$ cat src/rtl/dual_demux_capture.sv
// dual_demux_capture: clocked dual 1-to-4 demultiplexer with per-lane
// 4-bit capture registers. This is the inverse of a dual 4-to-1 selector.
// Each lane steers one data bit into q[sel]. The select comes either from
// the external {b,a} address (mode=0) or from a shared auto-incrementing
// pointer (mode=1). In sequential mode, frame pulses mark a completed nibble.
module dual_demux_capture (
    input  logic       clk,
    input  logic       reset_n,
    input  logic       clear_n,
    input  logic       mode,
    input  logic       a,
    input  logic       b,
    input  logic       enable1_n,
    input  logic       enable2_n,
    input  logic       d1,
    input  logic       d2,
    output logic [3:0] q1,
    output logic [3:0] q2,
    output logic [1:0] idx,
    output logic       frame1,
    output logic       frame2
);

    logic [1:0] sel;
    logic       lane1_we;
    logic       lane2_we;
    logic       any_we;
    logic       last_slot;

    assign lane1_we  = ~enable1_n;
    assign lane2_we  = ~enable2_n;
    assign any_we    = lane1_we | lane2_we;
    // The nibble completes on the edge that writes position 3 in sequential mode.
    assign last_slot = mode & (idx == 2'd3);

    // Choose the write position: the external address or the shared pointer.
    always_comb begin
        // NOTE: assign a default first so that no path through the block leaves sel unassigned (which would infer a latch).
        sel = {b, a};
        if (mode) begin
            sel = idx;
        end
    end

    // Capture registers, pointer and frame pulses. Priority is reset, then clear, then writes.
    always_ff @(posedge clk or negedge reset_n) begin
        if (!reset_n) begin
            // NOTE: these are a few flops rather than a memory array, so every bit gets an asynchronous reset value.
            q1     <= 4'b0000;
            q2     <= 4'b0000;
            idx    <= 2'd0;
            frame1 <= 1'b0;
            frame2 <= 1'b0;
        end else if (!clear_n) begin
            q1     <= 4'b0000;
            q2     <= 4'b0000;
            idx    <= 2'd0;
            frame1 <= 1'b0;
            frame2 <= 1'b0;
        end else begin
            // NOTE: non-blocking assignments, so idx and sel are read as their pre-edge values throughout this block.
            if (lane1_we) begin
                q1[sel] <= d1;
            end
            if (lane2_we) begin
                q2[sel] <= d2;
            end
            // Both lanes share one pointer. It advances on any enabled write in sequential mode and wraps 3->0.
            if (mode && any_we) begin
                idx <= idx + 2'd1;
            end
            // A frame is only ever a one-cycle pulse. It is low in addressed mode and on idle edges.
            frame1 <= last_slot & lane1_we;
            frame2 <= last_slot & lane2_we;
        end
    end

endmodule

$ cat config.mk
export PLATFORM = sky130hd
export DESIGN_NAME = dual_demux_capture
export DESIGN_NICKNAME = d
export VERILOG_FILES = /design/src/rtl/dual_demux_capture.sv
export SDC_FILE = /design/constraint.sdc
export NUM_CORES = 1
export LEC_CHECK = 0
export CAP_MARGIN = 20
export CORE_MARGIN = 2
export CORE_UTILIZATION = 25
export CTS_CLUSTER_SIZE = 24
export DETAILED_ROUTE_END_ITERATION = 10
export PLACE_DENSITY_LB_ADDON = 0.2
export SLEW_MARGIN = 10
export SYNTH_ARGS = -nofsm -noshare
export SYNTH_HDL_FRONTEND = slang
export SYNTH_SLANG_ARGS = --single-unit
$ cat constraint.sdc
create_clock -name clk -period 3 [get_ports clk]
set_input_delay 0.6 -clock clk [delete_from_list [all_inputs] [get_ports clk]]
set_output_delay 0.6 -clock clk [all_outputs]
set_load 0.005 [all_outputs]
# Word-level counts from Yosys, hierarchy flattened

Cells that the tools add are included.
Widths: inputs -> output; s select.

Bits of input ports: 10
Word-level logic and storage cells: 33
Flip-flop bits (word level): 12

$add $sub $neg: 1
Bitwise gates (word level): 6
Mux-type cells: 13
Reduce and logical (&&, ||, !) cells: 2
$lt $le $gt $ge: 2
Equality and inequality tests: 4

Operator list:

| operator            | count |
|---|---|
| $mux 4              | 4 |
| $bwmux 4            | 2 |
| $mux 2              | 3 |
| $ne 2x2->1 const B  | 2 |
| $and 1x1->1         | 3 |
| $lt 2x3->1 const B  | 1 |
| $mux 1              | 3 |
| $add 2x1->2 const B | 1 |
| $demux 1 s2         | 1 |
| $eq 2x2->1 const B  | 1 |
| $ge 2x1->1 const B  | 1 |
| $logic_and 1x1->1   | 2 |
| $ne 2x1->1 const B  | 1 |
| $not 1->1           | 2 |
| $or 1x1->1          | 1 |

# Longest topological paths before layout

Gate-level depths: netlist of run 1.

Depth in word-level cells: 8
Mapped depth: 4
Mapped depth without buffers: 3

# Worst setup path before layout of run 1

No wires, ideal clock.

Path type: input to register
Start: input mode
End: register q1[3]
Stages on the path: 4
Data required time: 2921 ps
Arrival: 1222 ps
Setup time: 79 ps
Slack: 1699 ps
Cell sequence: buf_6 -> nand3b_1 -> a21oi_1 -> mux2i_1

Longest elaborated chain between the ends: 8
Elaborated cells on any way between the ends: 9

Ends and longest elaborated chain:

| what                                                                  | RTL line | text |
|---|---|---|
| start, declared                                                       | 10       | `input logic mode,` |
| $mux 2 *                                                              | 40       | `if (mode) begin` |
| $lt 2x3->1 (not written as such) / $ge 2x1->1 (equally long branches) | 63       | `q1[sel] <= d1;` |
| $logic_and 1x1->1 (not written as such)                               | 63       |  |
| $mux 1 (not written as such)                                          | 63       |  |
| $demux 1 s2 *                                                         | 63       |  |
| $bwmux 4 *                                                            | 63       |  |
| $mux 4 *                                                              | 62       | `if (lane1_we) begin` |
| $mux 4 *                                                              | 54       | `end else if (!clear_n) begin` |
| end signal, assigned                                                  | 49       | `q1 <= 4'b0000;` |
| end signal, assigned                                                  | 55       | `q1 <= 4'b0000;` |
| end signal, assigned by index                                         | 63       |  |
| end, declared                                                         | 17       | `output logic [3:0] q1,` |

Mark *: on every way between the ends. The rest lies on a longest branch, timed or not. The select of a mux whose other input is x is not followed.
A chain may end at the register's enable or synchronous reset.

# Final worst setup path of run 1

Start: register idx[0]
End: output idx[0]

RTL lines:

| what                   | RTL line | text |
|---|---|---|
| start, declared        | 19       | `output logic [1:0] idx,` |
| start signal, assigned | 70       | `idx <= idx + 2'd1;` |

No word-level cell between the ends.

==> metrics.md, run 1 <==
| Metric | Value |
|---|---|
| Status | completed |
| Iter 0 DRT Violations | 23 |
| Final Hold Viols | 0 |
| Register area | 300 sq um |
| WS Path Type | flop to output pin |
| # fillers | 265 |
| Finish-stage setup viols | 0 |
| Maxcap violations | 0 |
| I/O pin cnt | 22 |
| Detailed Routing Iterations Pass 1 | 4 |
| Clk_skew | 0.000392 ns |
| Number of placement rows | 18 |
| Startpoint of the worst hold path | q1[1] |
| Total die area | 2930 sq um |
| Vias per cell | 4.68 |
| Worst reg2reg startpoint | idx[0] |
| Gr busiest metal | met2 |
| Final Slew Violations | 0 |
| Number of diodes | 0 |
| Worst-Margin Slew | 0.558 ns |
| Hold Path Class | flop to flop |
| Sequential share of the synthesized area | 47.7% |
| Antenna-violating nets left | 0 |
| CTS buffer count | 3 |
| Worst Setup Start Kind | flop |
| Pwr per Cell Area | 386 nW/um^2 |
| Syn avg cell area | 10.2 sq um |
| Crit. End Element | output pin |
| Clock Tree Buf Depth | 2 |
| Grt total ovfl | 0 |
| Final WL | 1380 um |
| Syn-to-layout area delta | 40.4% |
| Synthesized flop and latch total | 12 |
| Post-synth net total | 73 |
| Critical Path Max Stage Delay | 0.57 ns |
| Met2 Use GR | 15.5% |
| Post-CTS Hold Buffers | 0 |
| Slowest stage cell, crit path | clkdlybuf4s50_1 |
| Multi-input logic area | 305 sq um |
| Ys flop type | dfrtp_1 |
| RePlAce Congestion | 0.827 |
| Non-filler cells, final | 114 |
| Remaining DRCs | 0 |
| Htree depth | 1 |
| Initial antenna violation count | 0 |
| Critical path arrival | 1.36 ns |
| YS warnings | 0 |
| Net count reported at finish | 97 |
| Worst slew margin | 62.7% |
| Total Routing Usage GR | 11.0% |
| Grt met1 use | 14.9% |
| Setup slack after layout | 1.04 ns |
| Critical Path RT | 2.40 ns |
| Max rail drop VDD | 143 uV |
| Clock tree sinks | 12 |
| Worst-Skew Late Latency | 0.27 ns |
| CP Launch Point | idx[0] |
| Worst-path clk slew | 0.07 ns |
| CP cell instances | clkdlybuf4s50_1 |
| Part of the cycle the worst path needs | 65.3% |
| Setup Fix Bufs, Post-CTS | 0 |
| EDFF count, synth | 0 |
| DIE HEIGHT | 54.2 um |
| Setup_tns | 0 ns |
| CTS tree | done |
| WP buf/inv | 1 |
| RSZ-0062 raised after global routing | no |
| Post-Place Worst Slack | 1.04 ns |
| Max Freq | 0.511 GHz |
| Asr flop ratio synth | 100% |
| Vias | 534 |
| PortBufs | 21 |
| Initial core utilization | 25.9% |
| Largest net degree at the start of global routing | 14 |
| Vias in the first global route | 499 |
| Cell variety after synth | 20 |
| Layout cells sized above 1 | 4.76% |
| Critical-path maximum fanout | 7 |
| Top Family by Delay on Critical Path | buffers and inverters |
| Placed cells | 111 |
| M3 GR Usage | 1.67% |
| Final HPWL DP | 1040 um |
| LEAKAGE | 0.000399 uW |
| Die width | 54.2 um |
| Post-Syn Instances | 62 |
| First-pass GRT wire length | 2240 um |
| CORE AREA | 2430 sq um |
| Mapped Area | 629 sq um |
| Final min period | 1.96 ns |
| Resized Gates After CTS | 0 |
| Wire per inst | 12.1 um |
| Clock root cell | clkbuf_4 |
-- layer usage --
| metal | routed length, um | vias up |
|---|---|---|
| met1 | 641 | 247 |
| met5 | 0 | - |
| met2 | 634 | 19 |
| li1 | - | 264 |
| met4 | 40 | 0 |
| met3 | 66 | 4 |
-- stage by stage --
| step | hold slack [ns] | util [%] | instance area, sq um | power (uW) |
|---|---|---|---|---|
| floorplan | 0.304 | - | 629 | 209 |
| global placement | 0.530 | 35.4 | 861 | 246 |
| detailed placement | 0.531 | 35.4 | 861 | 246 |
| CTS | 0.546 | 36.3 | 883 | 348 |
| global route | 0.564 | 36.3 | 883 | 359 |
| finish | 0.538 | 36.3 | 883 | 341 |
-- flip-flops by register name, summed over array words and instances (netlist names) --
name	flops
q2	4
frame2	1
q1	4
frame1	1
idx	2
-- placed cells by master (no fill, tap or decap), types with 2 or more instances in the layout --
cell type        count
nand3_1              2
a22oi_1              2
nor4b_1              2
clkbuf_4             3
inv_1                2
a21oi_1              2
nor2b_1              2
mux2i_1              9
a31oi_1              2
a32oi_1              2
clkdlybuf4s50_1     21
nor2_1               7
dfrtp_1             12
nand2_1             10
-- path summary, 6_finish.rpt --
path | slack (ns) | endpoint | depth (start not counted)
worst max-delay path | 1.04 | idx[0] | 1
worst min-delay path | 0.54 | q1[1] | 2
worst max register to register | 1.87 | q2[3] | 3
worst min register to register | 0.54 | q1[1] | 2
max in group asynchronous | 1.95 | q1[1] | 1
min in group asynchronous | 0.68 | idx[0] | 1
-- cells by family (layout without fill, tap and decap cells) --
group	Yosys count	in the layout	share of synthesized area [%]
AOI/OAI and AO/OA	9	9	9.94
xor gates and xnor gates	1	1	1.39
adders and majority gates	1	1	1.99
buffers and inverters	4	26	3.78
DFF	12	12	47.7
muxes	9	9	14.3
and+or+nand+nor	26	26	20.9
-- cell type report --
class                   instances  area share, %
multi-input cells              46           34.6
flip-flops and latches         12           34.0
repair buffers                 21           23.8
well taps                      30           4.25
clock buffers                   3           2.55
inverters                       2          0.850
-- power breakdown --
group | leakage [uW] | internal [uW] | switching [uW]
combinational | 0.000220 | 36.7 | 28.5
clock | 0.0000138 | 46.5 | 52.8
sequential | 0.000165 | 168 | 8.31
-- cell usage after synthesis, drive strengths merged, types with 2 or more instances --
library cell | count | area share [%]
dfrtp | 12 | 48
nand2 | 10 | 6.0
mux2i | 9 | 14
nor2 | 7 | 4.2
nor2b | 3 | 4.2
a21oi | 2 | 1.6
a22oi | 2 | 2.4
a31oi | 2 | 2.0
a32oi | 2 | 2.8
buf | 2 | 2.6
inv | 2 | 1.2
nand3 | 2 | 1.6
nor4b | 2 | 2.8
(Power assumes the default switching activity.)
==> inputs of run 2 (changes only) <==
==> constraint.sdc (replaced) <==
create_clock -name clk -period 1.85 [get_ports clk]
set_input_delay 0.37 -clock clk [delete_from_list [all_inputs] [get_ports clk]]
set_output_delay 0.37 -clock clk [all_outputs]
set_load 0.005 [all_outputs]
==> run 2 against run 1 <==
Compared with the run above: design area rose by 1.6%; core utilization rose by 0.57 points; combinational power grew 62%; wire length shrank 0.14%; worst hold slack worse by 0.088 ns; die area is the same; critical endpoint unchanged; sequential power grew 62%; sequential share of layout area decreased by 0.52 points.
==> metrics.md, run 2 (same netlist as run 1, synthesis figures left out) <==
| Metric | Value |
|---|---|
| Worst-path clk slew | 0.08 ns |
| Vias per cell | 4.67 |
| Critical-path maximum fanout | 7 |
| Final HPWL DP | 1020 um |
| Switching pwr | 151 uW |
| Vias | 537 |
| Clk_skew | 0.00305 ns |
| Wire per inst | 12.0 um |
| # fillers | 257 |
| Post-CTS Hold Buffers | 0 |
| Sequential cell fraction of total power | 47.5% |
| Clock Tree Buf Depth | 2 |
| DIE HEIGHT | 54.2 um |
| Syn-to-layout area delta | 42.5% |
| Crit. path cell count | 1 |
| Layout cells sized above 1 | 5.88% |
| Die width | 54.2 um |
| Max rail drop VDD | 326 uV |
| Crit. End Element | output pin |
| Biggest regs | q1 x4, q2 x4, idx x2 |
| Total Routing Usage GR | 11.4% |
| Number of placement rows | 18 |
| Critical Path Max Stage Delay | 0.56 ns |
| Max Freq | 0.576 GHz |
| RePlAce Congestion | 0.827 |
| Number of diodes | 0 |
| I/O pin cnt | 22 |
| Total die area | 2930 sq um |
| Part of the cycle the worst path needs | 93.8% |
| Final Slew Violations | 0 |
| Antenna-violating nets left | 0 |
| Worst-Skew Late Latency | 0.27 ns |
| Initial antenna violation count | 0 |
| Top Family by Delay on Critical Path | buffers and inverters |
| Pwr per Cell Area | 672 nW/um^2 |
| Slowest stage cell, crit path | clkdlybuf4s50_1 |
| Clock root cell | clkbuf_4 |
| Logic pwr share | 17.6% |
| Commonest non-fill, non-tap cell in the layout | clkdlybuf4s50_1 |
| Net count reported at finish | 97 |
| Final WL | 1380 um |
| Largest net degree at the start of global routing | 14 |
| Final Hold Viols | 0 |
| First-pass GRT wire length | 2250 um |
| Internal power | 452 uW |
| Overall Power | 603 uW |
| FF-to-FF path depth | 3 |
| Status | completed |
| CORE AREA | 2430 sq um |
| Grt total ovfl | 0 |
| Clock tree sinks | 12 |
| LEAKAGE | 0.000406 uW |
| Resized Gates After CTS | 0 |
| WS Path Type | flop to output pin |
| Worst slew margin | 62.9% |
| Worst-Margin Slew | 0.555 ns |
| Vias in the first global route | 481 |
| Finish-stage setup viols | 0 |
| Htree depth | 1 |
| Hold Path Class | primary input to asynchronous set/reset pin |
| Sw Share | 25.0% |
| CP cell instances | clkdlybuf4s50_1 |
| CTS buffer count | 3 |
| Final min period | 1.74 ns |
| WP buf/inv | 1 |
| Critical Path RT | 1.48 ns |
| Remaining DRCs | 0 |
| Maxcap violations | 0 |
| Iter 0 DRT Violations | 13 |
| Setup Fix Bufs, Post-CTS | 0 |
| Detailed Routing Iterations Pass 1 | 4 |
| RSZ-0062 raised after global routing | no |
| CTS tree | done |
| Worst Setup Start Kind | flop |
| Commonest non-fill, non-tap cells in the layout | clkdlybuf4s50_1, dfrtp_1, nand2_1, mux2i_1, nor2_1 |
| Clock power frac | 34.9% |
| Critical path arrival | 1.37 ns |
| PortBufs | 21 |
| Setup_tns | 0 ns |
| Initial core utilization | 25.9% |
==> run 2: changes by cell type in the layout (fill, tap and decap cells not counted) <==
cell | previous run | this run
clkbuf_8 | 0 | 1
==> run 2: power groups by stage <==
| stage | combinational (uW) | clock (uW) | sequential, uW |
|---|---|---|---|
| global placement | 108 | 0 | 292 |
| global route | 118 | 233 | 289 |
| detailed placement | 107 | 0 | 292 |
| CTS | 108 | 219 | 286 |
| floorplan | 48.7 | 0 | 291 |
| finish | 106 | 210 | 286 |
==> run 2: final timing paths <==
kind / start / endpoint / slack (ns)
min in group clk: q1[3] / q1[3] / 0.54
hold / removal: reset_n / frame1 / 0.45
hold reg to reg: q1[3] / q1[3] / 0.54
setup / recovery: idx[0] / idx[0] / 0.11
setup reg to reg: idx[0] / q2[3] / 0.71
max in group asynchronous: reset_n / q1[0] / 1.03
==> run 2: routing by layer <==
metal,routed length (um),global-route usage (%),vias to the layer above
li1,-,-,261
met1,613,15.1,258
met2,638,15.3,13
met3,75,2.22,5
met4,51,10.0,0
met5,0,0,-
==> run 2: metrics by stage <==
| stage | worst slack (ns) | cell area (sq um) | util [%] | std cells | hold WS, ns |
|---|---|---|---|---|---|
| 2_1_floorplan | 0.779 | 629 | - | 62 | 0.0744 |
| 3_3_place_gp | 0.131 | 861 | 35.4 | 111 | 0.531 |
| 3_5_place_dp | 0.109 | 861 | 35.4 | 111 | 0.528 |
| 4_1_cts | 0.104 | 897 | 36.9 | 115 | 0.475 |
| 5_1_grt | 0.0277 | 897 | 36.9 | 115 | 0.504 |
| 6_report | 0.115 | 897 | 36.9 | 115 | 0.449 |
==> run 2: layout make-up <==
cell class,count,area (sq um),share of cell area (%)
sequential,12,300,33.5
multi-input combinational,46,305,34.0
inverter,2,7.51,0.837
clock buffer,4,36.3,4.04
tap,30,37.5,4.18
timing repair buffer,21,210,23.4
==> inputs of run 3 (changes only) <==
--- a/config.mk
+++ b/config.mk
@@ -11,6 +11,7 @@
 export CTS_CLUSTER_SIZE = 24
 export DETAILED_ROUTE_END_ITERATION = 10
 export PLACE_DENSITY_LB_ADDON = 0.2
+export SETUP_SLACK_MARGIN = 0.2
 export SLEW_MARGIN = 10
 export SYNTH_ARGS = -nofsm -noshare
 export SYNTH_HDL_FRONTEND = slang
==> run 3 against run 2 <==
Compared with the run above: sequential share of layout area is 0.37 points lower; design area is 2.0% higher; largest power group unchanged; highest routed layer unchanged; first-iteration DRC count is 31% higher; die area stayed put.
==> metrics.md, run 3 (same netlist as run 1, synthesis figures left out) <==
| Metric | Value |
|---|---|
| Status | completed |
| Vias in the first global route | 481 |
| LEAKAGE | 0.000414 uW |
| Worst R2R Setup Slack | 0.68 ns |
| Clock Tree Buf Depth | 2 |
| Max rail drop VDD | 327 uV |
| Initial antenna violation count | 0 |
| Detailed Routing Iterations Pass 1 | 4 |
| Internal power | 458 uW |
| Non-filler cells, final | 117 |
| Slowest stage cell, crit path | clkdlybuf4s50_1 |
| CTS buffer count | 3 |
| Crit. End Element | output pin |
| Worst reg2reg startpoint | idx[0] |
| First-pass GRT wire length | 2250 um |
| Vias | 542 |
| Hold Path Class | primary input to asynchronous set/reset pin |
| FF-to-FF path depth | 4 |
| CORE AREA | 2430 sq um |
| Worst-path clk slew | 0.08 ns |
| Fin util | 37.6% |
| Vias per cell | 4.63 |
| Sw Share | 24.9% |
| WP buf/inv | 1 |
| Layout cells sized above 1 | 10.3% |
| Clock power frac | 34.5% |
| Iter 0 DRT Violations | 17 |
| Worst-Skew Late Latency | 0.27 ns |
| Antenna-violating nets left | 0 |
| Post-Place Worst Slack | 0.109 ns |
| Finish-stage setup viols | 0 |
| # fillers | 253 |
| Critical path arrival | 1.16 ns |
| CP cell instances | clkdlybuf4s50_1 |
| Wire per inst | 11.9 um |
| R2r endpoint | idx[1] |
| Commonest non-fill, non-tap cells in the layout | clkdlybuf4s50_1, nand2_1, dfrtp_1, mux2i_1, nor2_1 |
| Critical Path Max Stage Delay | 0.50 ns |
| Max Freq | 0.652 GHz |
| Switching pwr | 152 uW |
| Total die area | 2930 sq um |
| Setup_tns | 0 ns |
| Final min period | 1.53 ns |
| DIE HEIGHT | 54.2 um |
| Clk_skew | 0.00274 ns |
| Biggest regs | q1 x4, q2 x4, idx x2 |
| Initial core utilization | 25.9% |
| Remaining DRCs | 0 |
| Sequential cell fraction of total power | 46.0% |
| Worst-Margin Slew | 0.555 ns |
| PortBufs | 21 |
| Final Hold Viols | 0 |
| Logic pwr share | 19.5% |
| Worst Setup Start Kind | flop |
| Grt total ovfl | 0 |
| Setup slack after layout | 0.315 ns |
| Number of diodes | 0 |
| Final WL | 1400 um |
| Pwr per Cell Area | 667 nW/um^2 |
| WS Path Type | flop to output pin |
| Net count reported at finish | 99 |
| CTS tree | done |
| Post-CTS Hold Buffers | 0 |
| Syn-to-layout area delta | 45.3% |
| Final Slew Violations | 0 |
| Crit. path cell count | 1 |
| Htree depth | 1 |
| Hold Slack | 0.450 ns |
| Part of the cycle the worst path needs | 83.0% |
| Total Routing Usage GR | 11.4% |
| Die width | 54.2 um |
| Clock tree sinks | 12 |
| Clock root cell | clkbuf_4 |
| Placed cells | 111 |
| Largest net degree at the start of global routing | 14 |
| RePlAce Congestion | 0.827 |
| Maxcap violations | 0 |
| Worst slew margin | 62.9% |
| Number of placement rows | 18 |
| Critical-path maximum fanout | 3 |
| Final HPWL DP | 1020 um |
| I/O pin cnt | 22 |
| Commonest non-fill, non-tap cell in the layout | clkdlybuf4s50_1 |
| RSZ-0062 raised after global routing | no |
| Critical Path RT | 1.48 ns |
| Top Family by Delay on Critical Path | buffers and inverters |
==> run 3: area by class of cell <==
cell class / instances / area, sq um / area share [%]
repair buffers: 23 / 225 / 24.6
inverters: 2 / 7.51 / 0.821
clock buffers: 4 / 36.3 / 3.97
flip-flops and latches: 12 / 303 / 33.1
well taps: 30 / 37.5 / 4.10
multi-input cells: 46 / 305 / 33.4
==> run 3: power by group through the flow <==
stage          clock, uW  sequential (uW)  combinational, uW
6_report             210              281                119
5_1_grt              233              282                132
3_3_place_gp           0              292                108
3_5_place_dp           0              292                107
2_1_floorplan          0              291               48.7
4_1_cts              219              287                108
==> run 3: how the worst max path moves through the flow <==
stage | start | endpoint | slack [ns]
floorplan | mode | q1[3] | 0.78
global placement | mode | idx[1] | 0.13
detailed placement | mode | idx[1] | 0.11
CTS | idx[0] | idx[0] | 0.20
global route | idx[0] | idx[0] | 0.27
finish | idx[0] | idx[0] | 0.32
==> run 3: timing repair <==
| item | 4_1_cts | 5_1_grt |
|---|---|---|
| cloned | 0 | 0 |
| hold endpoints to repair | 0 | 0 |
| pin swaps | 0 | 0 |
| setup buffers | 0 | 2 |
| endpoints found under the setup margin | 2 | 2 |
| gates resized for setup | 2 | 0 |
==> run 3: metal layers <==
metal / up-vias / GRT usage [%] / part of all wire (%)
met3: 5 / 2.22 / 6.5
met5: - / 0 / 0
li1: 265 / - / -
met4: 0 / 10.0 / 3.7
met1: 253 / 15.1 / 44
met2: 19 / 15.3 / 46
==> run 3: metrics by stage <==
stage	instance area, sq um	total power (uW)
final	915	610
after global routing	915	647
after CTS	900	614
after detailed placement	861	399
after global placement	861	400
after floorplan	629	339
